## src/rtl/forwarding_divide_unit_pkg.sv

```systemverilog
// Shared types for the divide execute unit and its forwarding record.
// Consumed by the top-level unit, the restoring-step datapath and the forwarding consumers.
package forwarding_divide_unit_pkg;

    typedef logic [31:0] int_t;
    typedef logic [4:0]  register_id_t;

    localparam register_id_t ZERO = 5'd0;

    typedef struct packed {
        register_id_t registerId;
        logic         dataReady;
        int_t         data;
    } stage_register_data_t;

    // Idle producer: architectural zero register, always ready, so nothing stalls on it.
    localparam stage_register_data_t NO_SUCH_STAGE = '{registerId: ZERO, dataReady: 1'b1, data: 32'd0};

    typedef enum logic [1:0] {
        IDLE  = 2'd0,
        BUSY  = 2'd1,
        FIXUP = 2'd2,
        DONE  = 2'd3
    } div_state_t;

endpackage

```

## src/rtl/forwarding_divide_unit_divide_step.sv

```systemverilog
// One combinational restoring-division iteration on magnitudes.
// quoIn holds the not-yet-consumed dividend bits in its MSBs; quotient bits enter at the LSB.
module divide_step
    import forwarding_divide_unit_pkg::*;
(
    input  int_t remIn,
    input  int_t quoIn,
    input  int_t divisor,
    output int_t remOut,
    output int_t quoOut
);

    logic [32:0] shifted;
    logic [32:0] trial;

    // remIn < divisor always holds, so a non-negative trial always fits back in 32 bits.
    assign shifted = {remIn, quoIn[31]};
    assign trial   = shifted - {1'b0, divisor};

    always_comb begin
        remOut = shifted[31:0];
        quoOut = {quoIn[30:0], 1'b0};
        if (!trial[32]) begin
            remOut = trial[31:0];
            quoOut = {quoIn[30:0], 1'b1};
        end
    end

endmodule

```

## src/rtl/forwarding_divide_unit.sv

```systemverilog
// Multi-cycle 32-bit divide unit that publishes its destination register to forwarding logic.
// Optional FORWARDING_DIVIDE_EARLY_OUT_EN: skip iterations when |dividend| < |divisor|.
module forwarding_divide_unit
    import forwarding_divide_unit_pkg::*;
#(
    parameter int WIDTH      = 32,
    parameter int ITERATIONS = 32
) (
    input  logic                 clock,
    input  logic                 reset,
    input  logic                 start,
    input  logic                 isSigned,
    input  logic                 wantRemainder,
    input  logic [WIDTH-1:0]     dividend,
    input  logic [WIDTH-1:0]     divisor,
    input  register_id_t         destRegister,
    input  logic                 flush,
    output logic                 busy,
    output logic                 resultValid,
    output int_t                 result,
    output stage_register_data_t forwardInfo
);

    localparam int CNT_W = $clog2(ITERATIONS);

    div_state_t         state;
    logic [CNT_W-1:0]   counter;
    int_t               remReg;
    int_t               quoReg;
    int_t               divReg;
    logic               negQuo;
    logic               negRem;
    logic               wantRem;
    register_id_t       destReg;

    int_t               remNext;
    int_t               quoNext;
    logic [WIDTH-1:0]   absDividend;
    logic [WIDTH-1:0]   absDivisor;
    logic signed [WIDTH-1:0] dividendS;
    logic signed [WIDTH-1:0] divisorS;
    logic               dividendNeg;
    logic               divisorNeg;
    logic               earlyOut;
    logic               lastStep;
    logic               issue;
    int_t               zeroResult;
    int_t               fixupResult;

    function automatic int_t condNegate(input int_t value, input logic negate);
        return negate ? int_t'(-value) : value;
    endfunction

    divide_step uStep (
        .remIn   (remReg),
        .quoIn   (quoReg),
        .divisor (divReg),
        .remOut  (remNext),
        .quoOut  (quoNext)
    );

    assign dividendS   = dividend;
    assign divisorS    = divisor;
    assign dividendNeg = isSigned && (dividendS < 0);
    assign divisorNeg  = isSigned && (divisorS < 0);
    assign absDividend = condNegate(dividend, dividendNeg);
    assign absDivisor  = condNegate(divisor, divisorNeg);
    assign issue       = (state == IDLE) && start;
    assign lastStep    = (counter == CNT_W'(ITERATIONS - 1));
    assign zeroResult  = wantRemainder ? dividend : '1;
    assign fixupResult = wantRem ? condNegate(remReg, negRem) : condNegate(quoReg, negQuo);

`ifdef FORWARDING_DIVIDE_EARLY_OUT_EN
    assign earlyOut = (absDividend < absDivisor);
`else
    assign earlyOut = 1'b0;
`endif

    // Control and published outputs
    always_ff @(posedge clock or negedge reset) begin
        if (!reset) begin
            state       <= IDLE;
            counter     <= '0;
            busy        <= 1'b0;
            resultValid <= 1'b0;
            result      <= '0;
            forwardInfo <= NO_SUCH_STAGE;
        end else begin
            resultValid <= 1'b0;
            if (flush) begin
                state       <= IDLE;
                busy        <= 1'b0;
                forwardInfo <= NO_SUCH_STAGE;
            end else begin
                case (state)
                    IDLE: begin
                        if (start) begin
                            counter <= '0;
                            busy    <= 1'b1;
                            if (divisor == '0) begin
                                state       <= DONE;
                                resultValid <= 1'b1;
                                result      <= zeroResult;
                                forwardInfo <= '{registerId: destRegister, dataReady: 1'b1, data: zeroResult};
                            end else begin
                                state       <= earlyOut ? FIXUP : BUSY;
                                forwardInfo <= '{registerId: destRegister, dataReady: 1'b0, data: 32'd0};
                            end
                        end
                    end
                    BUSY: begin
                        counter <= counter + 1'b1;
                        if (lastStep) begin
                            state <= FIXUP;
                        end
                    end
                    FIXUP: begin
                        state       <= DONE;
                        resultValid <= 1'b1;
                        result      <= fixupResult;
                        forwardInfo <= '{registerId: destReg, dataReady: 1'b1, data: fixupResult};
                    end
                    DONE: begin
                        state       <= IDLE;
                        busy        <= 1'b0;
                        forwardInfo <= NO_SUCH_STAGE;
                    end
                    default: begin
                        state <= IDLE;
                        busy  <= 1'b0;
                    end
                endcase
            end
        end
    end

    // Datapath registers: loaded on issue, stepped while iterating
    always_ff @(posedge clock) begin
        if (issue) begin
            remReg  <= earlyOut ? absDividend : '0;
            quoReg  <= earlyOut ? '0 : absDividend;
            divReg  <= absDivisor;
            negQuo  <= dividendNeg ^ divisorNeg;
            negRem  <= dividendNeg;
            wantRem <= wantRemainder;
            destReg <= destRegister;
        end else if (state == BUSY) begin
            remReg <= remNext;
            quoReg <= quoNext;
        end
    end

endmodule

```

## config.mk

```make
export PLATFORM = sky130hd
export DESIGN_NAME = forwarding_divide_unit
export DESIGN_NICKNAME = d
export VERILOG_FILES = /design/src/rtl/forwarding_divide_unit_pkg.sv /design/src/rtl/forwarding_divide_unit_divide_step.sv /design/src/rtl/forwarding_divide_unit.sv
export SDC_FILE = /design/constraint.sdc
export NUM_CORES = 1
export LEC_CHECK = 0
export BUFFER_PORTS_ARGS = -buffer_cell sky130_fd_sc_hd__buf_2
export CORE_ASPECT_RATIO = 1.1
export CORE_MARGIN = 3
export CORE_UTILIZATION = 61
export CTS_CLUSTER_DIAMETER = 120
export DETAILED_ROUTE_END_ITERATION = 10
export PLACE_DENSITY = 0.94
export SLEW_MARGIN = 10
export SYNTH_ARGS = -nofsm -noshare
export SYNTH_HDL_FRONTEND = slang
export SYNTH_SLANG_ARGS = --single-unit
```

## constraint.sdc

```tcl
create_clock -name clock -period 6.27 [get_ports clock]
set_input_delay 0.627 -clock clock [delete_from_list [all_inputs] [get_ports clock]]
set_output_delay 0.627 -clock clock [all_outputs]
set_load 0.01 [all_outputs]
```

**After elaboration in Yosys (flattened, before gate mapping)**

Cells that the tools add are included.

- Bits in latches: 0
- Input bits: 75
- Logic and storage cells: 79
- RAM bits: 0
- Bits in read-only memories: 0
- Output and inout port bits: 72
- Memories kept: 0
- Flip-flop bits (word level): 183

- Div/mod/pow operators: 0
- $add $sub $neg: 6
- Multiply operators: 0
- Reduce and logical (&&, ||, !) cells: 15
- Equality and inequality tests: 8
- Shifts and indexed selects: 0
- $lt $le $gt $ge: 2
- Multiplexer cells: 31
- Bitwise logic cells: 2

Operators with widths:

| kind | number |
|---|---|
| 32-bit 2-to-1 mux | 11 |
| 32-bit negation | 4 |
| 38-bit one-hot mux with 3 select lines | 1 |
| 38-bit 2-to-1 mux | 2 |
| 32-bit by 1-bit less-than comparator with 1-bit output (second input constant) | 2 |
| 32-bit one-hot mux with 2 select lines | 1 |
| 33-bit 2-to-1 mux | 1 |
| 33-bit by 32-bit subtractor with 33-bit output | 1 |
| 32-bit zero test | 1 |
| 5-bit one-hot mux with 2 select lines | 1 |
| 2-bit 2-to-1 mux | 4 |
| 2-bit one-hot mux with 4 select lines | 1 |
| 1-bit 2-to-1 mux | 6 |
| 3-bit != test (second input constant) | 2 |
| 2-bit AND reduction | 3 |
| 2-bit nonzero test | 3 |
| 5-bit by 1-bit adder with 5-bit output (second input constant) | 1 |
| 5-bit == test (second input constant) | 1 |
| 5-bit 2-to-1 mux | 1 |
| 2-bit == test (second input constant) | 2 |
| 1-bit one-hot mux with 2 select lines | 2 |
| 4-bit AND reduction | 1 |
| 4-bit nonzero test | 1 |
| 1-bit logical AND | 3 |
| other kinds (8) | 8 |

**Longest topological paths before layout**

- Depth after elaboration: 5
- Depth in mapped cells: 14
- Mapped depth without buffers: 12

**Cells and area by module**

A second synthesis with hierarchy kept.

- Cells, all modules: 1486
- Area total of the unflattened synthesis: 13117.6 µm²

By module, submodules not included:

| module | area an instance (µm²) | seq. area each (µm²) | cells each | times used |
|---|---|---|---|---|
| forwarding_divide_unit | 10628.9 | 4780.8 | 1144 | 1 |
| divide_step | 2488.6 | 0.0 | 342 | 1 |

**Worst setup path after synthesis**

Ideal clock, no wire load.

- Path kind: input -> register
- Start point: in divisor[3]
- End point: reg result[12]
- Stages: 9
- Library setup time: 0.125 ns
- Path slack: 2.747 ns
- Data arrival time: 3.398 ns
- Cell sequence: or4_4 or4_4 or4_4 buf_6 nor4b_4 and2_1 o21a_1 buf_4 mux2_2

- Word-level cells in the longest chain between the ends: 3

RTL lines:

| element | RTL line | text |
|---|---|---|
| from (decl) | forwarding_divide_unit.sv:15 | `input logic [WIDTH-1:0] divisor,` |
| 32-bit zero test | forwarding_divide_unit.sv:100 | `if (divisor == '0) begin` |
| 2-bit by 1-bit != test with 1-bit output (no source line) | -- |  |
| 4-bit AND reduction (no source line) | -- |  |
| to (signal assigned) | forwarding_divide_unit.sv:103 | `result <= zeroResult;` |
| to (signal assigned) | forwarding_divide_unit.sv:120 | `result <= fixupResult;` |
| to (decl) | forwarding_divide_unit.sv:20 | `output int_t result,` |

No other way between the ends.
A chain may end at the register's enable or synchronous reset.

**Worst setup path in the final report**

- Start point: reg quoReg[31]
- End point: reg remReg[0]

- Word-level cells in the longest chain between the ends: 2

RTL lines:

| element | RTL line | text |
|---|---|---|
| from (decl) | forwarding_divide_unit.sv:29 | `int_t quoReg;` |
| from (signal assigned) | forwarding_divide_unit.sv:141 | `quoReg <= earlyOut ? '0 : absDividend;` |
| from (signal assigned) | forwarding_divide_unit.sv:149 | `quoReg <= quoNext;` |
| 33-bit by 32-bit subtractor with 33-bit output | forwarding_divide_unit_divide_step.sv:18 | `assign trial = shifted - {1'b0, divisor};` |
| 32-bit 2-to-1 mux (*) | forwarding_divide_unit_divide_step.sv:23 | `if (!trial[32]) begin` |
| to (signal assigned) | forwarding_divide_unit.sv:140 | `remReg <= earlyOut ? absDividend : '0;` |
| to (signal assigned) | forwarding_divide_unit.sv:148 | `remReg <= remNext;` |
| to (decl) | forwarding_divide_unit.sv:28 | `int_t remReg;` |

Mark *: on every way between the ends. The rest lies on a longest branch, timed or not.

==> impl_summary.txt <==
----------------------------------------------------
[Power and ir drop]
  IR Drop Worst-Case VDD ... 0.283 mV
  Total power ... 6.21 mW
  Static Leak ... 5.77 nW
  Pwr dens ... 454 mW/mm^2

[GRT]
  First-pass GRT wire length ... 52300 um
  Pin count of the biggest net entering global routing ... 83
  Number of antenna violations at the first check in global routing ... 0
  Total gr overflow ... 0
  Global routing usage summed across all routing layers ... 0.289
  Vias in the first global route ... 10.7k

[Routing]
  Number of violations reported at the end of detailed-routing iteration 0 ... 1255
  Post-route DRC violation count ... 0
  Number of antenna-violating nets in the routed design ... 0
  Total wire length after detailed routing ... 32600 um
  WL per Instance ... 18.2 um
  First-pass iteration count of the detailed router ... 7
  Post-DR vias/cell ... 6.40
  Detailed-route via count ... 11.4k

[Critical path]
  Crit-path slowest cell ... buf_4
  Start-to-end type of the worst setup path ... reg2reg
  Largest delay contributor family on the critical path ... compound AO/OA/AOI/OAI gates
  Arrival @ worst endpoint ... 4.52 ns
  Largest driver fanout on the critical path ... 36
  Ordered list of cells on the worst path ... inv_1, ha_1, fa_1, nand2b_1, a21oi_1, o211ai_1, a211oi_1, o21a_1, o41ai_1, a311oi_4, buf_4, mux2_2, a21oi_1
  Startpoint class of the critical path ... register
  CP endpoint kind ... register
  End of the worst register-to-register path ... remReg[0]$_SDFFE_PP0P_
  Reg2reg path depth ... 13
  WP buf/inv ... 2
  Reg-to-reg slack, setup ... 2.12 ns
  Startpoint of the lowest-slack register-to-register path ... quoReg[31]$_DFFE_PP_
  Endpoint required time on the critical path ... 6.63 ns
  Worst path max stage delay ... 0.48 ns
  Dominant cell type by count on the critical path ... a21oi_1

[Floorplanning]
  # IOs ... 147
  Die Y-Extent ... 155 um
  Effective utilization at floorplan ... 0.632
  Die area ... 0.0219 mm^2
  Core outline area ... 0.0194 mm^2
  Horizontal die dimension ... 141 um
  Number of placement rows ... 53

[Logic synthesis]
  Register area share after synthesis ... 0.389
  Synthesized Nets ... 1549
  Async SR Flop Fraction ... 0.432
  Post-synth cell types ... 73
  Dominant register cell in the synthesized netlist ... dfrtp_1
  Post-synth EDFFs ... 72
  Average size of a mapped cell ... 8.59 um^2
  Syn Std Cell Area ... 0.0123 mm^2
  Yosys reg bits ... 183
  Number of cells produced by synthesis ... 1431
  Warning count from the yosys run ... 0

[Place]
  Placed cell count ... 1756
  Half-perimeter wire length after placement ... 23500 um
  Port Buf Inserts ... 146
  Placement-stage cell area ... 0.0131 mm^2
  Weighted congestion at the end of routability-driven global placement ... 0.921
  Worst-case setup slack after placement ... 1.82 ns

[Run status]
  Outcome ... finished clean

[Clocking]
  Post-CTS clock slew at the launch and capture registers of the worst setup and hold paths ... 0.08 ns
  Number of buffers on the longest clock path ... 2
  Clock tree root buffer cell ... clkbuf_16
  Clock insertion delay at the later pin of the skew report ... 0.45 ns
  H-Tree Depth ... 4
  Post-cts repair resize count ... 0
  Hold-fix buffers at CTS ... 0
  Number of post-CTS setup repair buffers ... 0
  Clk sink count ... 183
  Number of buffers inserted during clock tree synthesis ... 17
  Clock tree from TritonCTS ... built

[Layout]
  Final layout net count ... 1646
  Top library cells by usage in the layout, fill and taps aside ... nand2_1, o21ai_0, buf_2, nor2_1, a21oi_1
  Fraction of layout instances using a drive strength above 1 ... 0.140
  Most common cell after layout, fill and taps aside ... nand2_1
  Non-Filler Cell Area, Final ... 0.0137 mm^2
  Final instance count without filler cells ... 1789
  Utilization after layout ... 0.704
  Synth-to-Final Area Change ... 11.4%

[STA]
  Setup TNS Final ... 0 ns
  RSZ-0062 raised after global routing ... no
  Max-slew violation count ... 0
  # setup viols final ... 0
  Worst-case headroom to the max-slew limit ... 0.234
  Min cycle time layout ... 4.15 ns
  Skew final ... 0.0131 ns
  Transition time of the tightest slew-check pin ... 1.14 ns
  Final worst-path setup slack ... 2.12 ns
  Count of endpoints failing hold in the final timing report ... 0
  Highest attainable clock frequency ... 241 MHz
  Share of the clock period used by the worst path ... 0.663
  Worst hold slack across all endpoints ... 0.325 ns

[Worst hold path]
  Hold WC Path Type ... in2async

[Run]
  Number of maximum-capacitance violations ... 0

----------------------------------------------------
==> power by group <==
group | internal (mW) | switching, mW
clock network | 0.527 | 0.517
registers | 1.74 | 0.421
logic | 1.13 | 1.86
==> cell type report <==
type,count,area [um^2]
Fill cell,1385,5750
Sequential cell,183,4780
Antenna cell,1,2.50
Timing Repair Buffer,158,823
Multi-Input combinational cell,1103,6960
Tap cell,247,309
Clock buffer,18,429
Clock inverter,14,135
Inverter,65,244
==> worst max-delay path by stage <==
stage,to,start,cells past startpoint
after floorplan,result[12]$_DFFE_PN0P_,divisor[3],9
after global placement,result[28]$_DFFE_PN0P_,divisor[3],9
after detailed placement,result[31]$_DFFE_PN0P_,divisor[3],9
after CTS,remReg[0]$_SDFFE_PP0P_,quoReg[31]$_DFFE_PP_,13
after global routing,remReg[0]$_SDFFE_PP0P_,quoReg[31]$_DFFE_PP_,13
final,remReg[0]$_SDFFE_PP0P_,quoReg[31]$_DFFE_PP_,13
==> routing by layer <==
| layer | global-route usage | part of all wire |
|---|---|---|
| met1 | 0.386 | 0.40 |
| met4 | 0.0983 | 0.026 |
| met5 | 0 | 0 |
| met3 | 0.0513 | 0.10 |
| met2 | 0.476 | 0.47 |
==> cell families (layout without fill, tap and decap cells) <==
logic type                 after synthesis  count (layout)  share of synthesized area
AOI/OAI and AO/OA                      438             438                      0.222
xor gates and xnor gates               144             144                      0.103
adders and majority gates               43              43                     0.0444
buffers and inverters                  145             255                     0.0464
DFF                                    183             183                      0.389
muxes                                   31              31                     0.0258
other                                    0               1                          0
and+or+nand+nor                        447             447                      0.170
==> cells in the mapped netlist (3+ instances only) <==
cell type	n	share of area
nor4_1	11	0.0056
nand2_1	192	0.059
a22o_1	7	0.0050
and3_1	8	0.0041
nor2_1	92	0.028
a211oi_1	6	0.0037
mux2i_1	26	0.021
ha_1	42	0.043
edfxtp_1	72	0.18
inv_1	62	0.019
xor2_1	58	0.041
or4_1	12	0.0073
o22ai_1	10	0.0051
o21ai_0	170	0.069
nand4_1	6	0.0031
and2_1	8	0.0041
buf_2	3	0.0012
nor3_1	42	0.017
a31oi_1	11	0.0056
dfrtp_1	78	0.16
o31ai_1	29	0.018
o2bb2ai_1	3	0.0021
o21bai_1	3	0.0018
or3_1	14	0.0071
clkbuf_1	72	0.022
nor2b_1	7	0.0036
o221ai_1	15	0.011
o21a_1	8	0.0049
dfxtp_1	32	0.052
a21o_1	15	0.0092
or2_2	3	0.0015
nand3_1	19	0.0077
a221oi_1	7	0.0050
o31a_1	3	0.0021
a2bb2oi_1	3	0.0021
o211ai_1	22	0.013
mux2_2	5	0.0046
o41ai_1	16	0.011
xnor2_1	86	0.061
nand2b_1	19	0.0097
or4_4	3	0.0027
a21oi_1	88	0.036
==> sequential cells by signal (all words and copies together), names as in the netlist <==
register	flops
busy	1
counter	5
destReg	5
divReg	32
forwardInfo	38
negQuo	1
negRem	1
quoReg	32
remReg	32
result	32
resultValid	1
state	2
wantRem	1
Note: power is estimated with default switching activity, not from simulation.
